===== src/rtl/adder_sequencer.sv =====
// Switch-adder sequencer: synchronises and debounces START, latches A/B on each clean press,
// shows the 4-bit sum on the LEDs for HOLD_CYCLES, then returns to the live-operand view.
module adder_sequencer #(
    parameter int DEBOUNCE_CYCLES = 50000,
    parameter int HOLD_CYCLES     = 50000000
) (
    input  logic       CLK,
    input  logic       RST,
    input  logic       START,
    input  logic [2:0] A,
    input  logic [2:0] B,
    output logic [7:0] LED,
    output logic       BUSY,
    output logic [1:0] dbg_state_o
);

    localparam int CW = $clog2(DEBOUNCE_CYCLES + 1);
    localparam int HW = (HOLD_CYCLES > 1) ? $clog2(HOLD_CYCLES) : 1;
    localparam logic [CW-1:0] DB_LAST   = CW'(DEBOUNCE_CYCLES - 1);
    localparam logic [HW-1:0] HOLD_LAST = HW'(HOLD_CYCLES - 1);

    typedef enum logic [1:0] {
        IDLE    = 2'd0,
        CAPTURE = 2'd1,
        SHOW    = 2'd2
    } state_t;

    logic          start_meta_q, start_s_q;
    logic [2:0]    a_q, b_q;
    logic          db_level_q, db_level_d;
    logic [CW-1:0] db_cnt_q, db_cnt_d;
    logic          press;
    state_t        state_q, state_d;
    logic [2:0]    op_a_q, op_a_d, op_b_q, op_b_d;
    logic [3:0]    sum_q, sum_d;
    logic [HW-1:0] hold_q, hold_d;
    logic [7:0]    led_q, led_d;
    logic          busy_q, busy_d;

    // A press fires on the cycle the debounced level flips 0 -> 1; releases are silent.
    always_comb begin
        db_level_d = db_level_q;
        db_cnt_d   = '0;
        press      = 1'b0;
        if (start_s_q != db_level_q) begin
            if (db_cnt_q == DB_LAST) begin
                db_level_d = start_s_q;
                press      = start_s_q;
            end else begin
                db_cnt_d = db_cnt_q + 1'b1;
            end
        end
    end

    always_comb begin
        state_d = state_q;
        op_a_d  = op_a_q;
        op_b_d  = op_b_q;
        sum_d   = sum_q;
        hold_d  = hold_q;
        case (state_q)
            IDLE: begin
                if (press) begin
                    op_a_d  = a_q;
                    op_b_d  = b_q;
                    state_d = CAPTURE;
                end
            end
            CAPTURE: begin
                sum_d   = {1'b0, op_a_q} + {1'b0, op_b_q};
                hold_d  = '0;
                state_d = SHOW;
            end
            SHOW: begin
                // A new press restarts the cycle even on the timeout cycle.
                if (press) begin
                    op_a_d  = a_q;
                    op_b_d  = b_q;
                    state_d = CAPTURE;
                end else if (hold_q == HOLD_LAST) begin
                    state_d = IDLE;
                end else begin
                    hold_d = hold_q + 1'b1;
                end
            end
            default: state_d = IDLE;
        endcase
    end

    always_comb begin
        led_d = led_q;
        case (state_q)
            IDLE:    led_d = {2'b00, a_q, b_q};
            SHOW:    led_d = {1'b1, sum_q[3], 3'b000, sum_q[2:0]};
            default: led_d = led_q;
        endcase
        busy_d = (state_d != IDLE);
    end

    always_ff @(posedge CLK) begin
        if (RST) begin
            start_meta_q <= 1'b0;
            start_s_q    <= 1'b0;
            a_q          <= '0;
            b_q          <= '0;
            db_level_q   <= 1'b0;
            db_cnt_q     <= '0;
            state_q      <= IDLE;
            op_a_q       <= '0;
            op_b_q       <= '0;
            sum_q        <= '0;
            hold_q       <= '0;
            led_q        <= '0;
            busy_q       <= 1'b0;
        end else begin
            start_meta_q <= START;
            start_s_q    <= start_meta_q;
            a_q          <= A;
            b_q          <= B;
            db_level_q   <= db_level_d;
            db_cnt_q     <= db_cnt_d;
            state_q      <= state_d;
            op_a_q       <= op_a_d;
            op_b_q       <= op_b_d;
            sum_q        <= sum_d;
            hold_q       <= hold_d;
            led_q        <= led_d;
            busy_q       <= busy_d;
        end
    end

    assign LED         = led_q;
    assign BUSY        = busy_q;
    assign dbg_state_o = state_q;

endmodule


===== config.mk =====
export PLATFORM = sky130hd
export DESIGN_NAME = adder_sequencer
export DESIGN_NICKNAME = d
export VERILOG_FILES = /design/src/rtl/adder_sequencer.sv
export SDC_FILE = /design/constraint.sdc
export NUM_CORES = 1
export LEC_CHECK = 0
export CAP_MARGIN = 15
export CORE_MARGIN = 2
export CORE_UTILIZATION = 25
export DETAILED_ROUTE_END_ITERATION = 8
export GPL_TIMING_DRIVEN = 1
export SLEW_MARGIN = 20
export SYNTH_ARGS = -nofsm -noshare
export SYNTH_HDL_FRONTEND = slang
export SYNTH_SLANG_ARGS = --single-unit

===== constraint.sdc =====
create_clock -name CLK -period 1.7 [get_ports CLK]
set_input_delay 0.34 -clock CLK [delete_from_list [all_inputs] [get_ports CLK]]
set_output_delay 0.34 -clock CLK [all_outputs]
set_load 0.01 [all_outputs]

### Word level (Yosys, flattened, before mapping)

Cells that the tools add are included.

| cells by class | value |
|---|---|
| reduce and logical (&&, ||, !) cells | 9 |
| bitwise logic cells | 1 |
| add/subtract/negate cells | 3 |
| equality and inequality tests | 7 |
| mux-type cells | 10 |

Operators with widths:

| cell | number |
|---|---|
| $mux 26 | 2 |
| $pmux 26 s2 | 1 |
| $add 26x1->26 const B | 1 |
| $eq 26x26->1 const B | 1 |
| $add 16x1->16 const B | 1 |
| $eq 16x16->1 const B | 1 |
| $pmux 8 s2 | 1 |
| $mux 2 | 3 |
| $pmux 2 s3 | 1 |
| $reduce_bool 2->1 | 3 |
| $add 3x3->4 | 1 |
| $ne 2x2->1 const B | 2 |
| $reduce_and 2->1 | 2 |
| $reduce_and 3->1 | 1 |
| $reduce_or 3->1 | 1 |
| $eq 2x1->1 const B | 1 |
| $eq 2x2->1 const B | 1 |
| $logic_not 2->1 | 1 |
| $mux 1 | 2 |
| $reduce_or 2->1 | 1 |
| $ne 1x1->1 | 1 |
| $not 1->1 | 1 |

| storage, ports and cells | value |
|---|---|
| bits in registers | 72 |
| bits of input ports | 9 |
| word-level logic and storage cells | 43 |

### Longest topological paths before layout

Gate-level depths: netlist of run 1.

| depth | value |
|---|---|
| word-level depth | 6 |
| gate-level depth with buffers | 8 |
| mapped depth without buffers | 6 |

### Worst setup path after synthesis of run 1

Ideal clock, no wire load.

| timing | value |
|---|---|
| path kind | register -> register |
| from | register hold_q[0] |
| to | register hold_q[18] |
| period minus slack after synthesis | 1906 ps |
| stages on the path, launching flop included | 8 |
| data required time | 1566 ps |
| arrival | 1772 ps |
| buffers on the path | 1 |
| library setup time | 134 ps |
| setup slack | -206 ps |
| cells stage by stage | dfxtp_1 ha_1 and3_1 nand4_2 o32a_4 buf_2 a221oi_2 a211oi_1 |

| between the ends | value |
|---|---|
| word-level cells in the longest chain between the ends | 4 |

RTL lines:

| element | RTL line | text |
|---|---|---|
| start, declared | 36 | `logic [HW-1:0] hold_q, hold_d;` |
| start signal, assigned | 126 | `hold_q <= hold_d;` |
| $add 26x1->26 | 83 | `hold_d = hold_q + 1'b1;` |
| $mux 26 | 80 | `end else if (hold_q == HOLD_LAST) begin` |
| $mux 26 | 76 | `if (press) begin` |
| $pmux 26 s2 | 61 | `case (state_q)` |

Parallel ways exist; a longest one is shown, timed or not. The select of a mux whose other input is x is not followed.
A chain may end at the register's enable or synchronous reset.

### Worst setup path after layout of run 1

| timing | value |
|---|---|
| from | register hold_q[7] |
| to | register hold_q[14] |

The elaborated chain is that of the path after synthesis.

==> results of run 1 <==
## timing repair
action / CTS / global route
buffers inserted: 11 / 4
cloned: 1 / 1
endpoints found under the hold margin: 0 / 0
pin swaps: 39 / 24
resized for setup: 44 / 33
endpoints found under the setup margin: 51 / 51
## layout by cell type, fill, tap and decap left out, types with 4 or more instances in the layout
cell type        instances
a31oi_1                  9
clkdlybuf4s50_1         17
nand2_1                 18
nand4_1                 13
nor3b_1                  8
a21oi_1                 16
buf_4                   86
xnor2_1                  8
clkbuf_16               10
nor4_4                   4
buf_12                   5
and3_1                   4
nand3_2                  6
or4_4                    4
dfxtp_1                 47
dfxtp_2                 22
xor2_1                   7
o21ai_0                  9
buf_6                   11
nor2b_1                 15
mux2i_1                 10
nor3_2                   4
inv_1                   12
nor2_1                  51
nand2b_1                 5
nor3_1                   4
nand3_1                 20
## where the power goes
group	internal [mW]	leakage [nW]	switching, mW	total [mW]
clock network	1.29	0.149	0.763	2.06
logic	0.0704	1.20	0.0647	0.135
registers	1.71	0.597	0.0196	1.73
total	3.07	1.95	0.847	3.92
## metal layers
metal | routed length, um | up-vias | track usage, %
met2 | 4870 | 67 | 23.7
met5 | 0 | - | 0
li1 | - | 1714 | -
met4 | 181 | 0 | 5.76
met1 | 4540 | 1681 | 16.8
met3 | 340 | 14 | 2.75
## worst min path at each step
stage / from / end / slack (ns) / cells past startpoint
4_1_cts: start_meta_q / start_s_q / 0.45 / 1
3_3_place_gp: start_meta_q / start_s_q / 0.43 / 1
2_1_floorplan: start_meta_q / start_s_q / 0.41 / 1
6_report: start_meta_q / start_s_q / 0.45 / 1
5_1_grt: start_meta_q / start_s_q / 0.47 / 1
3_5_place_dp: start_meta_q / start_s_q / 0.43 / 1
## state kept, by name, indices dropped and copies added, names as in the netlist
signal and cells:
BUSY 1, LED 8, a_q 3, b_q 3, db_cnt_q 16, db_level_q 1, dbg_state_o 2, hold_q 26
op_a_q 3, op_b_q 3, start_meta_q 1, start_s_q 1, sum_q 4
## kinds of logic after synthesis
logic type               count (synthesis)
AO/OA/AOI/OAI                           72
XOR/XNOR                                15
adder cells (fa/ha/maj)                  6
buffers and inverters                   38
flip-flops                              72
multiplexers                            15
AND/OR/NAND/NOR                        191
## critical path, stage by stage, from the launching register on
cell     delay (ns)
dfxtp_4        0.36
nor4_4         0.35
nand4_4        0.17
buf_4          0.18
o32a_4         0.36
buf_4          0.16
a31oi_4        0.11
a21oi_1        0.08
## per-stage QoR
step                      cells  cell area (um2)  total power, mW
after floorplan             409             3730             1.83
after global placement      671             4750             1.89
after detailed placement    671             4750             1.90
after CTS                   698             5320             3.94
after global routing        702             5500             4.04
final                       702             5500             3.92
## cell type report
type | count | area, um2 | area share [%]
timing repair buffer | 122 | 1080 | 19.6
tap | 180 | 225 | 4.10
inverter | 12 | 45.0 | 0.819
clock inverter | 6 | 92.6 | 1.68
sequential | 72 | 1480 | 26.9
multi-input combinational | 300 | 2350 | 42.7
clock buffer | 10 | 229 | 4.16
==> summary.txt, run 1 <==
Synth
  – Mean area per synthesized cell: 8.80 um2
  – Number of synthesized flops with an enable pin: 0
  – Yosys reg bits: 72
  – Cell count after synthesis: 409
  – Commonest cells post-synth: 72 x dfxtp_1, 51 x nor2_1, 25 x nand3_1
  – Synth Area in Simple Gates: 31.2%
  – Largest family of logic cells by synthesized area: simple AND/OR/NAND/NOR gates
  – Post-synth top area share: 40.0%
  – Post-Synth Adder-Cell Area: 2.29%
  – XOR/XNOR Fraction of Synth Area: 3.65%
  – Cell variety after synth: 60
  – Syn_nets: 424
  – Primary FF master, synth: dfxtp_1
  – Compound-cell area share of the yosys netlist: 14.4%
  – Most frequent cell after synthesis: dfxtp_1
  – Mux share of post-synthesis cell area: 4.34%
  – Cell area after synthesis: 3600 um2
  – Top cell type by total area after synthesis: dfxtp_1
  – Dominant cells by area after synthesis: dfxtp_1 40%, nor2_1 5.3%, nand3_1 3.5%, mux2i_1 2.8%, nor2b_1 2.6%
  – YS warnings: 0
  – FFs w/ async S/R, synth: 0%
  – Post-synthesis sequential area ratio: 40.0%

Setup path
  – R2R cell count: 7
  – CP arrival: 2.10 ns
  – Crit path from: hold_q[7]
  – FF-to-FF End: hold_q[14]
  – Critical Path Source Type: flip-flop
  – Reg2reg start: hold_q[7]
  – R2R Setup Slk: -0.20 ns
  – Critical Path End: hold_q[14]
  – Setup CP Type: reg2reg
  – Critical Path RT: 1.90 ns
  – Crit path max fanout: 6
  – Crit. End Element: flip-flop

STA
  – Max Freq: 525 MHz
  – Final hold violation count: 0
  – Least-Margin Pin Slew: 0.463 ns
  – Clock Skews: 0.00747 ns
  – Final Max Slew Viols: 0
  – RSZ-0062 raised after global routing: yes
  – Final worst setup slack: -0.204 ns
  – Post-layout min period: 1.90 ns
  – Final period utilization: 112%
  – Worst hold margin: 0.445 ns
  – Slew HR: 69.1%
  – Setup_tns: -3.54 ns
  – Final setup viols: 34

Placed design
  – Routability cong.: 0.871
  – Port Buf Inserts: 19
  – Worst slack, placed: -0.211 ns
  – Dpl hpwl: 6910 um

Clock network
  – Worst skew pair latency: 0.34 ns
  – CTS Buf Count: 9
  – CTS tree: yes
  – CTS sink cnt: 72
  – H-tree depth: 3
  – Hold buffers post-CTS: 0
  – CTS clk-pin slew, worst paths: 0.06 ns
  – Root Driver: clkbuf_16
  – Maximum clock path buffer count: 2

Floorplanning
  – I/O pin count: 20
  – Initial Util: 25.7%
  – CORE AREA: 14000 um2
  – Vert. Die Dim: 124 um
  – Die Area: 15400 um2
  – Die Width: 124 um
  – Site Rows: 43

Finish
  – Layout cell share with drive strength beyond 1: 39.1%
  – Area growth syn-to-layout: 52.8%
  – Post-layout util: 39.3%
  – Nets@finish: 532
  – Diode count: 0
  – Filler Cells Inserted: 1398

Global route
  – Largest net degree at the start of global routing: 27
  – First-pass GRT wire length: 16600 um
  – Gr usage total: 13.8%
  – GRT overflow: 0
  – Initial antenna violation count: 0
  – Vias in the first global route: 3480

Detailed routing
  – Via density: 4.95
  – DR DRC count: 0
  – Antenna-violating nets left: 0
  – Post-detailed-routing wire length: 9930 um
  – Pre-antenna DRT Iters: 4
  – Iter 0 DRT Violations: 140
  – Wire length per cell: 14.1 um
  – Vias post-DR: 3476

Power
  – VDD IR max: 0.455 mV
  – Leakage power total: 1.95 nW
  – Cell area power density: 713 nW/um2

Outcome
  – Failing checks: negative setup slack
  – Outcome: finished with violations

Job
  – MaxCap Viol Count: 0

Worst hold path
  – HP Class: reg2reg
Note: power is estimated with default switching activity, not from simulation.
==> run 2, diff against run 1 <==
- CTS_CLUSTER_DIAMETER: default -> 100
- REMOVE_ABC_BUFFERS: default -> 1
==> summary.txt, run 2 (same netlist as run 1, synthesis figures left out) <==
Clock network
  – H-tree depth: 3
  – Maximum clock path buffer count: 2
  – CTS Buf Count: 9
  – CTS tree: yes
  – CTS sink cnt: 72
  – Worst skew pair latency: 0.33 ns
  – Root Driver: clkbuf_16
  – CTS clk-pin slew, worst paths: 0.06 ns

Setup path
  – CP arrival: 2.22 ns
  – Critical Path Source Type: flip-flop
  – Setup CP Type: reg2reg
  – CP peak stage delay: 0.33 ns
  – Critical Path RT: 1.92 ns
  – R2R Setup Slk: -0.30 ns
  – Crit. End Element: flip-flop
  – CP max stage cell: dfxtp_2
  – Critical path depth: 8
  – Crit path from: hold_q[11]
  – WP buf/inv: 3
  – FF-to-FF End: hold_q[6]
  – Reg2reg start: hold_q[11]
  – Most used cell, CP: buf_6
  – Critical Path End: hold_q[6]
  – CP delay by family, top: buffers and inverters
  – CP Cell Sequence: nor4b_4 > buf_4 > nand4_4 > buf_6 > o32ai_4 > buf_6 > nor3_4 > mux2_4
  – R2R cell count: 8
  – Crit path max fanout: 6

Floorplanning
  – Site Rows: 43
  – Initial Util: 25.7%
  – Die Width: 124 um
  – Die Area: 15400 um2
  – I/O pin count: 20
  – Vert. Die Dim: 124 um
  – CORE AREA: 14000 um2

Finish
  – Filler Cells Inserted: 1319
  – Multi-input gate area: 2480 um2
  – Diode count: 0
  – Register Area: 1470 um2
  – Number of flip-flops in the largest register: 26
  – Nets@finish: 556
  – Commonest non-fill, non-tap cell in the layout: buf_4
  – Design area: 5850 um2
  – Largest Register: hold_q
  – Commonest non-fill, non-tap cells in the layout: 102 x buf_4, 53 x dfxtp_1, 35 x nor2_1
  – Layout cell share with drive strength beyond 1: 43.8%
  – Area growth syn-to-layout: 62.5%

Power
  – Cell area power density: 676 nW/um2
  – VDD IR max: 0.602 mV
  – Leakage power total: 2.09 nW

Placed design
  – Dpl hpwl: 6650 um
  – Routability cong.: 0.854
  – Worst slack, placed: -0.257 ns
  – Port Buf Inserts: 19
  – Cell Area, Placed: 4670 um2

Detailed routing
  – Iter 0 DRT Violations: 231
  – Antenna-violating nets left: 0
  – DR DRC count: 0
  – Vias post-DR: 3593
  – Via density: 4.95
  – Pre-antenna DRT Iters: 5
  – Wire length per cell: 14.7 um
  – Post-detailed-routing wire length: 10700 um

Global route
  – Initial antenna violation count: 0
  – Gr usage total: 13.5%
  – GRT overflow: 0
  – Vias in the first global route: 3536
  – First-pass GRT wire length: 16500 um
  – Largest net degree at the start of global routing: 22

STA
  – Final Max Slew Viols: 0
  – Final hold violation count: 0
  – Worst hold margin: 0.423 ns
  – Slew HR: 70.4%
  – Max Freq: 501 MHz
  – Clock Skews: 0.00546 ns
  – Final worst setup slack: -0.296 ns
  – Least-Margin Pin Slew: 0.444 ns
  – Post-layout min period: 2.00 ns
  – Final setup viols: 42
  – Final period utilization: 117%
  – RSZ-0062 raised after global routing: yes

Outcome
  – Outcome: finished with violations
  – Failing checks: negative setup slack

Job
  – MaxCap Viol Count: 0

Worst hold path
  – HP Class: in2reg
==> run 2: final cells by class <==
| class | count | area share (%) |
|---|---|---|
| clock buffer | 10 | 4.08 |
| clock inverter | 6 | 1.54 |
| inverter | 12 | 0.770 |
| multi-input combinational | 299 | 42.5 |
| sequential | 72 | 25.2 |
| tap | 180 | 3.85 |
| timing repair buffer | 147 | 22.1 |
==> run 2: worst min-delay path by stage <==
| stage | startpoint | to | slack, ns | depth (start not counted) |
|---|---|---|---|---|
| 6_report | RST | LED[6] | 0.42 | 2 |
| 5_1_grt | RST | LED[6] | 0.45 | 2 |
| 3_5_place_dp | start_meta_q | start_s_q | 0.43 | 1 |
| 2_1_floorplan | RST | LED[7] | 0.41 | 1 |
| 4_1_cts | RST | LED[6] | 0.42 | 2 |
| 3_3_place_gp | start_meta_q | start_s_q | 0.42 | 1 |
==> run 2: routing by layer <==
metal  track usage, %  up-vias  part of all wire [%]
met5                0        -                     0
met2             22.5       90                    50
met4             5.55        0                   1.7
li1                 -     1757                     -
met1             17.1     1722                    43
met3             2.70       24                   5.1
==> run 2: stage by stage <==
| step | TNS [ns] | instances | utilization (%) | total power [mW] |
|---|---|---|---|---|
| after floorplan | -12.11 | 383 | - | 1.81 |
| after global placement | -4.85 | 680 | 33.4 | 1.90 |
| after detailed placement | -5.92 | 680 | 33.4 | 1.90 |
| after CTS | -4.60 | 722 | 39.2 | 3.98 |
| after global routing | -9.06 | 726 | 41.8 | 4.08 |
| final | -6.12 | 726 | 41.8 | 3.95 |
==> run 2: where the power goes <==
part	internal (mW)	switching [mW]
Clock	1.33	0.742
Sequential	1.71	0.0196
Combinational	0.0760	0.0746
==> run 2: what timing repair did <==
item                                    in CTS  in global routing
endpoints found under the setup margin      51                 51
hold endpoints to repair                     0                  0
setup buffers                               27                  7
hold buffers                                 0                  0
pin swaps                                   37                 39
resized for setup                           69                 80
==> run 3, diff against run 2 <==
- CELL_PAD_IN_SITES_DETAIL_PLACEMENT: default -> 0
- CELL_PAD_IN_SITES_GLOBAL_PLACEMENT: default -> 1
- CTS_BUF_LIST: default -> sky130_fd_sc_hd__clkbuf_4 sky130_fd_sc_hd__clkbuf_8
- PLACE_DENSITY: default -> 0.51
==> summary.txt, run 3 (same netlist as run 1, synthesis figures left out) <==
Outcome
  – Outcome: finished with violations
  – Failing checks: negative setup slack

Finish
  – Commonest non-fill, non-tap cells in the layout: 102 x buf_4, 55 x dfxtp_1, 51 x nor2_1
  – Design area: 5490 um2
  – Area growth syn-to-layout: 52.5%
  – Diode count: 0
  – Layout cell share with drive strength beyond 1: 39.3%
  – Post-layout util: 39.2%
  – Commonest non-fill, non-tap cell in the layout: buf_4
  – Number of flip-flops in the largest register: 26
  – Largest Register: hold_q
  – Nets@finish: 551

Power
  – Leakage power total: 1.98 nW
  – VDD IR max: 0.476 mV
  – Cell area power density: 621 nW/um2
  – Power, Total: 3.41 mW

Global route
  – First-pass GRT wire length: 16900 um
  – Gr usage total: 14.4%
  – Largest net degree at the start of global routing: 22
  – GRT overflow: 0
  – Initial antenna violation count: 0
  – Vias in the first global route: 3291

Detailed routing
  – Iter 0 DRT Violations: 150
  – Via density: 4.78
  – Post-detailed-routing wire length: 10500 um
  – DR DRC count: 0
  – Pre-antenna DRT Iters: 4
  – Vias post-DR: 3438
  – Antenna-violating nets left: 0
  – Wire length per cell: 14.5 um

Clock network
  – Maximum clock path buffer count: 2
  – CTS sink cnt: 72
  – Worst skew pair latency: 0.36 ns
  – H-tree depth: 3
  – CTS Buf Count: 9
  – CTS tree: yes
  – Root Driver: clkbuf_8
  – CTS clk-pin slew, worst paths: 0.08 ns

Setup path
  – Crit path from: hold_q[1]
  – R2R cell count: 9
  – Crit path max fanout: 6
  – Setup CP Type: reg2reg
  – Critical Path RT: 1.99 ns
  – CP arrival: 2.27 ns
  – FF-to-FF End: hold_q[23]
  – Crit. End Element: flip-flop
  – Critical Path Source Type: flip-flop
  – Reg2reg start: hold_q[1]
  – Critical Path End: hold_q[23]
  – R2R Setup Slk: -0.27 ns

STA
  – Final worst setup slack: -0.275 ns
  – Max Freq: 506 MHz
  – Post-layout min period: 1.97 ns
  – RSZ-0062 raised after global routing: yes
  – Slew HR: 68.6%
  – Final setup viols: 33
  – Final period utilization: 116%
  – Least-Margin Pin Slew: 0.471 ns
  – Setup_tns: -4.83 ns
  – Final hold violation count: 0
  – Worst hold margin: 0.408 ns
  – Final Max Slew Viols: 0
  – Clock Skews: 0.0115 ns

Placed design
  – Port Buf Inserts: 19
  – Dpl hpwl: 7070 um
  – Cell Area, Placed: 4710 um2
  – Routability cong.: 0.746

Floorplanning
  – I/O pin count: 20
  – Die Width: 124 um
  – Site Rows: 43
  – Die Area: 15400 um2
  – CORE AREA: 14000 um2
  – Initial Util: 25.7%
  – Vert. Die Dim: 124 um

Worst hold path
  – HP Class: in2reg

Job
  – MaxCap Viol Count: 0
[run 3: what timing repair did]
action	CTS	global route
pin swaps	24	13
gates cloned	0	2
buffers inserted	15	9
gates resized for setup	51	35
hold buffers	0	0
endpoints found under the setup margin	51	50
[run 3: cell type report]
type                       instances  area (um2)
clock buffer                      10         138
clock inverter                     5        81.3
fill                            1446        8500
inverter                          12        45.0
multi-input combinational        299        2270
sequential                        72        1470
tap                              180         225
timing repair buffer             142        1260
[run 3: power by group]
group	internal (mW)	switching, mW	leakage, nW
Sequential	1.71	0.0167	0.592
Combinational	0.0758	0.0683	1.28
Clock	0.858	0.678	0.108
Total	2.64	0.763	1.98
[run 3: metrics by stage]
step,instances,setup slack (ns)
floorplan,383,-0.575
global placement,682,-0.446
detailed placement,682,-0.340
CTS,710,-0.209
global route,720,-0.350
finish,720,-0.275
[run 3: worst min path at each step]
| stage | slack, ns | startpoint | to | depth (start not counted) |
|---|---|---|---|---|
| detailed placement | 0.43 | start_meta_q | start_s_q | 1 |
| finish | 0.41 | RST | LED[5] | 2 |
| CTS | 0.40 | RST | LED[5] | 2 |
| global placement | 0.43 | start_meta_q | start_s_q | 1 |
| floorplan | 0.41 | RST | LED[7] | 1 |
| global route | 0.42 | RST | LED[5] | 2 |
[run 3: routing by layer]
metal / GRT usage, % / share of wire (%)
met1: 19.3 / 50
met2: 22.7 / 46
met3: 2.56 / 2.1
met4: 6.25 / 1.8
met5: 0 / 0
[run 3: worst max-delay path, stage by stage (launching register included)]
cell	delay, ns
dfxtp_2	0.34
ha_4	0.16
and3_4	0.19
nand4_4	0.11
buf_6	0.11
o32ai_4	0.09
buf_12	0.16
buf_8	0.12
or4_4	0.47
a31oi_1	0.16
